<file path="src/rtl/uart_echo_buf.sv">
// rtl/uart_echo_buf.sv - FIFO-buffered UART echo with selectable transform and drop accounting
//
// Purpose:
//   Sits between the UART receive outputs and transmit inputs. Received words
//   are queued in a circular FIFO. A transmit handshake FSM pops the head,
//   transforms it per `mode`, registers it into `d` and pulses `load`. Words
//   lost to a full FIFO or to a transmitter that never acknowledges are
//   counted for debug pins.
//
// Ports:
//   clk       in   system clock, rising edge
//   rst_n     in   asynchronous active-low reset
//   bytercvd  in   one-cycle strobe, `q` holds a received word
//   q         in   received word
//   txbusy    in   UART transmitter busy
//   load      out  one-cycle strobe to start transmitting `d` (registered)
//   d         out  word to transmit (registered)
//   mode      in   00 verbatim, 01 ASCII case swap, 10 invert, 11 sink
//   clr       in   synchronous clear of overflow and dropcnt
//   level     out  FIFO occupancy, 0..2**DEPTH_LOG2
//   overflow  out  sticky: a word arrived while the FIFO was full
//   dropcnt   out  saturating count of words dropped (full FIFO or ack timeout)

module uart_echo_buf #(
  parameter int WIDTH       = 8,
  parameter int DEPTH_LOG2  = 4,
  parameter int ACK_TIMEOUT = 3,
  parameter int DROPCNT_W   = 8
) (
  input  logic                 clk,
  input  logic                 rst_n,
  input  logic                 bytercvd,
  input  logic [WIDTH-1:0]     q,
  input  logic                 txbusy,
  output logic                 load,
  output logic [WIDTH-1:0]     d,
  input  logic [1:0]           mode,
  input  logic                 clr,
  output logic [DEPTH_LOG2:0]  level,
  output logic                 overflow,
  output logic [DROPCNT_W-1:0] dropcnt
);

  localparam int DEPTH = 1 << DEPTH_LOG2;
  localparam int TO_W  = (ACK_TIMEOUT > 1) ? $clog2(ACK_TIMEOUT) : 1;
  localparam logic [TO_W-1:0]       TO_LAST = TO_W'(ACK_TIMEOUT - 1);
  localparam logic [DEPTH_LOG2:0]   PTR_ONE = (DEPTH_LOG2 + 1)'(1);

  typedef enum logic [1:0] {
    S_IDLE    = 2'd0,
    S_LOAD    = 2'd1,
    S_WAIT_HI = 2'd2,
    S_WAIT_LO = 2'd3
  } state_e;

  state_e                 state_q, state_d;
  logic [DEPTH_LOG2:0]    wp_q, wp_d;
  logic [DEPTH_LOG2:0]    rp_q, rp_d;
  logic [DEPTH_LOG2:0]    level_q, level_d;
  logic [TO_W-1:0]        tcnt_q, tcnt_d;
  logic                   load_q, load_d;
  logic [WIDTH-1:0]       d_q, d_d;
  logic                   ovf_q, ovf_d;
  logic [DROPCNT_W-1:0]   dcnt_q, dcnt_d;

  logic [WIDTH-1:0]       mem [DEPTH];

  logic                   full, empty;
  logic                   push, pop;
  logic                   drop_full, drop_to;
  logic [WIDTH-1:0]       head, head_swap, head_xf;
  logic [1:0]             n_drop;
  logic [DROPCNT_W-1:0]   dcnt_base;
  logic [DROPCNT_W:0]     dcnt_sum;

  // Pointers carry one extra wrap bit so full and empty are distinguishable.
  assign full  = (wp_q[DEPTH_LOG2] != rp_q[DEPTH_LOG2]) &&
                 (wp_q[DEPTH_LOG2-1:0] == rp_q[DEPTH_LOG2-1:0]);
  assign empty = (wp_q == rp_q);

  // Full is judged on pre-cycle state: a same-cycle pop does not make room.
  assign push      = bytercvd && !full;
  assign drop_full = bytercvd && full;

  assign head = mem[rp_q[DEPTH_LOG2-1:0]];

  // ---------------------------------------------------------------------------
  // Transform of the FIFO head, applied at pop time
  // ---------------------------------------------------------------------------
  if (WIDTH == 8) begin : g_case8
    always_comb begin
      head_swap = head;
      if ((head >= 8'h41 && head <= 8'h5A) || (head >= 8'h61 && head <= 8'h7A)) begin
        head_swap = head ^ 8'h20;
      end
    end
  end else begin : g_nocase
    assign head_swap = head;
  end

  always_comb begin
    head_xf = head;
    case (mode)
      2'b01:   head_xf = head_swap;
      2'b10:   head_xf = ~head;
      default: head_xf = head;
    endcase
  end

  // ---------------------------------------------------------------------------
  // FIFO storage: no reset, contents are meaningless until written
  // ---------------------------------------------------------------------------
  always_ff @(posedge clk) begin
    if (push) begin
      mem[wp_q[DEPTH_LOG2-1:0]] <= q;
    end
  end

  // ---------------------------------------------------------------------------
  // FSM: state register
  // ---------------------------------------------------------------------------
  always_ff @(posedge clk or negedge rst_n) begin
    if (!rst_n) begin
      state_q <= S_IDLE;
    end else begin
      state_q <= state_d;
    end
  end

  // ---------------------------------------------------------------------------
  // FSM: next state
  // ---------------------------------------------------------------------------
  always_comb begin
    state_d = state_q;
    case (state_q)
      S_IDLE: begin
        if (!empty && !txbusy) begin
          // Sink mode consumes the word without handing it to the UART.
          state_d = (mode == 2'b11) ? S_IDLE : S_LOAD;
        end
      end
      S_LOAD: begin
        state_d = S_WAIT_HI;
      end
      S_WAIT_HI: begin
        if (txbusy) begin
          state_d = S_WAIT_LO;
        end else if (tcnt_q == TO_LAST) begin
          state_d = S_IDLE;
        end
      end
      S_WAIT_LO: begin
        if (!txbusy) begin
          state_d = S_IDLE;
        end
      end
      default: state_d = S_IDLE;
    endcase
  end

  // ---------------------------------------------------------------------------
  // FSM: outputs and datapath next-state
  // ---------------------------------------------------------------------------
  always_comb begin
    pop     = (state_q == S_IDLE) && !empty && !txbusy;
    drop_to = (state_q == S_WAIT_HI) && !txbusy && (tcnt_q == TO_LAST);
    d_d     = pop ? head_xf : d_q;
    // load is registered so it is high exactly while the FSM sits in LOAD.
    load_d  = (state_d == S_LOAD);

    tcnt_d = tcnt_q;
    if (state_q == S_LOAD) begin
      tcnt_d = '0;
    end else if (state_q == S_WAIT_HI && !txbusy && tcnt_q != TO_LAST) begin
      tcnt_d = tcnt_q + TO_W'(1);
    end
  end

  // ---------------------------------------------------------------------------
  // Pointers, level and drop accounting
  // ---------------------------------------------------------------------------
  always_comb begin
    wp_d    = push ? (wp_q + PTR_ONE) : wp_q;
    rp_d    = pop  ? (rp_q + PTR_ONE) : rp_q;
    level_d = wp_d - rp_d;

    // A full-FIFO drop and an ack timeout can coincide, so up to two events.
    n_drop    = {1'b0, drop_full} + {1'b0, drop_to};
    dcnt_base = clr ? '0 : dcnt_q;
    dcnt_sum  = {1'b0, dcnt_base} + (DROPCNT_W + 1)'(n_drop);
    dcnt_d    = dcnt_sum[DROPCNT_W] ? '1 : dcnt_sum[DROPCNT_W-1:0];

    // clr wins over a same-cycle overflow.
    ovf_d = clr ? 1'b0 : (ovf_q || drop_full);
  end

  always_ff @(posedge clk or negedge rst_n) begin
    if (!rst_n) begin
      wp_q    <= '0;
      rp_q    <= '0;
      level_q <= '0;
      tcnt_q  <= '0;
      load_q  <= 1'b0;
      d_q     <= '0;
      ovf_q   <= 1'b0;
      dcnt_q  <= '0;
    end else begin
      wp_q    <= wp_d;
      rp_q    <= rp_d;
      level_q <= level_d;
      tcnt_q  <= tcnt_d;
      load_q  <= load_d;
      d_q     <= d_d;
      ovf_q   <= ovf_d;
      dcnt_q  <= dcnt_d;
    end
  end

  assign load     = load_q;
  assign d        = d_q;
  assign level    = level_q;
  assign overflow = ovf_q;
  assign dropcnt  = dcnt_q;

endmodule

</file>
<file path="config.mk">
export PLATFORM = sky130hd
export DESIGN_NAME = uart_echo_buf
export DESIGN_NICKNAME = d
export VERILOG_FILES = /design/src/rtl/uart_echo_buf.sv
export SDC_FILE = /design/constraint.sdc
export NUM_CORES = 1
export LEC_CHECK = 0
export ABC_CLOCK_PERIOD_IN_PS = 4200
export CORE_MARGIN = 5
export CORE_UTILIZATION = 50
export DETAILED_ROUTE_END_ITERATION = 8
export PLACE_DENSITY = 0.75
export SLEW_MARGIN = 40
export SYNTH_ARGS = -nofsm -noshare
export SYNTH_HDL_FRONTEND = slang
export SYNTH_SLANG_ARGS = --single-unit
</file>
<file path="constraint.sdc">
create_clock -name clk -period 4.2 [get_ports clk]
set_input_delay 0.84 -clock clk [delete_from_list [all_inputs] [get_ports clk]]
set_output_delay 0.84 -clock clk [all_outputs]
set_load 0.02 [all_outputs]
</file>
==> summary.md <==
| Metric | Value |
|---|---|
| Synth cell types | `between 40 and 50` |
| Routed wire length | `13900 um` |
| Crit path required time | `approximately 4.5 ns` |
| Top FF cell, synth | `edfxtp_1` |
| Synth cell count leaders | `128 x edfxtp_1, 37 x dfrtp_1, 26 x nand2_1, 24 x mux2i_1, 23 x mux4_2` |
| Setup TNS | `0 ns` |
| Skew final | `slightly above 0.006 ns` |
| Slowest-stage cell, CP | `dfrtp_1` |
| Cell Chain, Critical Path | `xor2_1 > nor4_1 > inv_1 > o21ai_1 > xnor2_1 > ha_1 > inv_1 > fa_1 > a21o_1 > a21oi_1 > xnor2_1 > xnor2_1` |
| Initial antenna violation count | `0` |
| Top cells by area, synth | `edfxtp_1 55%, dfrtp_1 13%, mux4_2 7.4%` |
| Pin count of the biggest net entering global routing | `38` |
| Final HPWL DP | `around 9000 um` |
| Wire per inst | `around 21 um` |
| Startpoint type of the worst setup path | `register` |
| Routed Antenna Nets | `0` |
| Inserted Clock Buffers | `17` |
| Max Cap Viol | `0` |
| Final Non-Filler Cells | `between 600 and 700` |
| Critical path class | `reg -> reg` |
| Max-slew violations | `0` |
| Antenna cells | `0` |
| Total placed cells including tap cells | `635` |
| Setup crit end kind | `register` |
| CTS sink cnt | `approximately 170` |
| H-tree levels | `4` |
| Critical Path AT | `between 3 and 4 ns` |
| Most frequent CP cell | `xnor2_1` |
| Grt ovf | `0` |
| DRC errors left | `0` |
| Pwr Density | `between 600 and 700 nW/um2` |
| Status | `completed` |
| Setup bufs post-CTS | `0` |
| Die Y-Extent | `128 um` |
| CTS tree | `yes` |
| Filler cell count | `between 1000 and 1500` |
| Synth top area share | `a little over half` |
| Share of layout cells above drive strength 1 | `17.0%` |
| Drt first pass iters | `5` |
| Yosys top cell by area | `edfxtp_1` |
| Yosys warnings | `0` |
| Total GRT Usage | `18.4%` |
| Initial Util | `between 50% and 60%` |
| Maximum clock path buffer count | `2` |
| Hold crit path type | `in -> async` |
| Iteration-0 DRC Markers | `296` |
| Min Hold Slack | `~0.37 ns` |
| Post_cts resized | `0` |
| Slew @ Worst Pin | `between 0.6 and 0.7 ns` |
| Worst relative slew slack | `between 50% and 60%` |
| Clock Tree Root | `clkbuf_16` |
| Leakage | `approximately 3.0 nW` |
| Post-synthesis sequential area ratio | `about two thirds` |
| Max incr delay on CP | `roughly 0.53 ns` |
| Final setup vio count | `0` |
| Post-Route Utilization | `about 60%` |
| Final period util | `approximately 77%` |
| Core Area | `roughly 14000 um2` |
| Row count | `43` |
| Synth-to-Final Area Change | `17.9%` |
| RSZ-0062 raised after global routing | `no` |
| Hold Fails Final Rpt | `0` |
| CTS Hold Bufs | `0` |
| Number of global-route vias before repair | `3945` |
| Via/cell ratio | `approximately 5.7` |
| Synth Instances | `415` |
| Peak VDD IR | `approximately 0.31 mV` |
| Placer congestion estimate | `between 0.7 and 0.8` |
| Top-count cell post-synth | `edfxtp_1` |
| # IOs | `38` |
| Mapped Area | `approximately 7000 um2` |
| Average size of a mapped cell | `~17 um2` |
| Clk slew on worst S/H paths | `approximately 0.060 ns` |
| CP Max Fanout | `10` |
| Pwr Total | `5.59 mW` |
| Async S/R FF share, synth | `about 22%` |
| Final net count | `505` |
| Synth Net Count | `around 450` |
| R2r worst-path depth | `12` |
| #FFs+latches synth | `roughly 170` |
| Die footprint | `16400 um2` |
| Clk Latency, worst-skew pair | `roughly 0.42 ns` |
| Tmin final | `about 3.2 ns` |
| First-pass GRT wire length | `approximately 22000 um` |
| Via count | `approximately 3800` |
| Maximum clock rate | `between 300 and 400 MHz` |
| Die X | `128 um` |
| Post-synth EDFFs | `between 100 and 150` |
| Count of input and output buffers | `37` |
==> state kept, by name, summed over array words and instances, names as in the netlist <==
signal	count
mem	128
dropcnt	8
rp_q	5
overflow	1
state_q	2
tcnt_q	2
d	8
level	5
wp_q	5
load	1
==> routing by layer <==
metal	global-route usage, %	vias up	routed length, um
li1	-	1713	-
met1	23.2	1906	5320
met2	31.2	154	7350
met3	4.04	23	965
met4	6.80	0	249
met5	0	-	0
==> cell usage in the layout, fill, tap and decap left out, types with 9 or more instances in the layout <==
| master | synthesis | layout |
|---|---|---|
| edfxtp_1 | 128 | 128 |
| dfrtp_1 | 37 | 36 |
| clkdlybuf4s50_1 | 0 | 36 |
| nand2_1 | 26 | 26 |
| mux2i_1 | 24 | 24 |
| mux4_2 | 23 | 23 |
| buf_4 | 1 | 21 |
| nor2_1 | 19 | 19 |
| inv_1 | 17 | 17 |
| o21ai_0 | 18 | 17 |
| clkbuf_16 | 0 | 17 |
| ha_1 | 14 | 14 |
| xor2_1 | 11 | 11 |
| xnor2_1 | 10 | 10 |
| nor3_1 | 9 | 9 |
| a21oi_1 | 9 | 9 |
==> metrics by stage <==
step / worst slack (ns) / cell area (um2)
after floorplan: 0.944 / 6990
after global placement: 0.956 / 7630
after detailed placement: 0.906 / 7630
after CTS: 0.978 / 8240
after global routing: 0.608 / 8240
final: 0.963 / 8240
==> critical path: cells and delay by family, from the launching register on <==
family                     cells  cell delay [ns]
AOI/OAI and AO/OA              3             0.67
and+or+nand+nor                1             0.52
buffers and inverters          2             0.14
xor gates and xnor gates       4             0.71
adders and majority gates      2             0.59
DFF                            1             0.53
==> logic make-up (layout without fill, tap and decap cells) <==
| group | Yosys count | count (layout) | share of synthesized area, % |
|---|---|---|---|
| adders and majority gates | 16 | 16 | 3.08 |
| AOI/OAI and AO/OA | 42 | 42 | 4.03 |
| DFF | 165 | 165 | 68.2 |
| buffers and inverters | 35 | 107 | 2.45 |
| muxes | 57 | 57 | 14.2 |
| xor gates and xnor gates | 21 | 21 | 2.63 |
| and+or+nand+nor | 79 | 79 | 5.41 |
==> power breakdown <==
group	internal (mW)	switching, mW
clock	0.904	0.663
combinational	0.851	0.965
sequential	2.03	0.185
total	3.78	1.81
==> final cells by class <==
type | count | area [um2] | share of cell area, %
Clock buffer | 17 | 425 | 5.16
Multi-Input combinational cell | 215 | 2050 | 24.9
Tap cell | 180 | 225 | 2.73
Inverter | 18 | 67.6 | 0.820
Clock inverter | 15 | 184 | 2.23
Sequential cell | 165 | 4770 | 57.9
Timing Repair Buffer | 57 | 518 | 6.29
==> worst paths after layout <==
| check | from | to | slack (ns) |
|---|---|---|---|
| setup / recovery | rp_q[3]$_DFF_PN0_ | level[4]$_DFF_PN0_ | 0.96 |
| setup reg to reg | rp_q[3]$_DFF_PN0_ | level[4]$_DFF_PN0_ | 0.96 |
| min in group clk | d[2]$_DFFE_PN0N_ | d[2]$_DFFE_PN0N_ | 0.49 |
| max in group asynchronous | rst_n | rp_q[0]$_DFF_PN0_ | 3.47 |
| hold / removal | rst_n | tcnt_q[0]$_DFFE_PN0P_ | 0.37 |
| hold reg to reg | d[2]$_DFFE_PN0N_ | d[2]$_DFFE_PN0N_ | 0.49 |
Power figures use the tool's default switching activity.
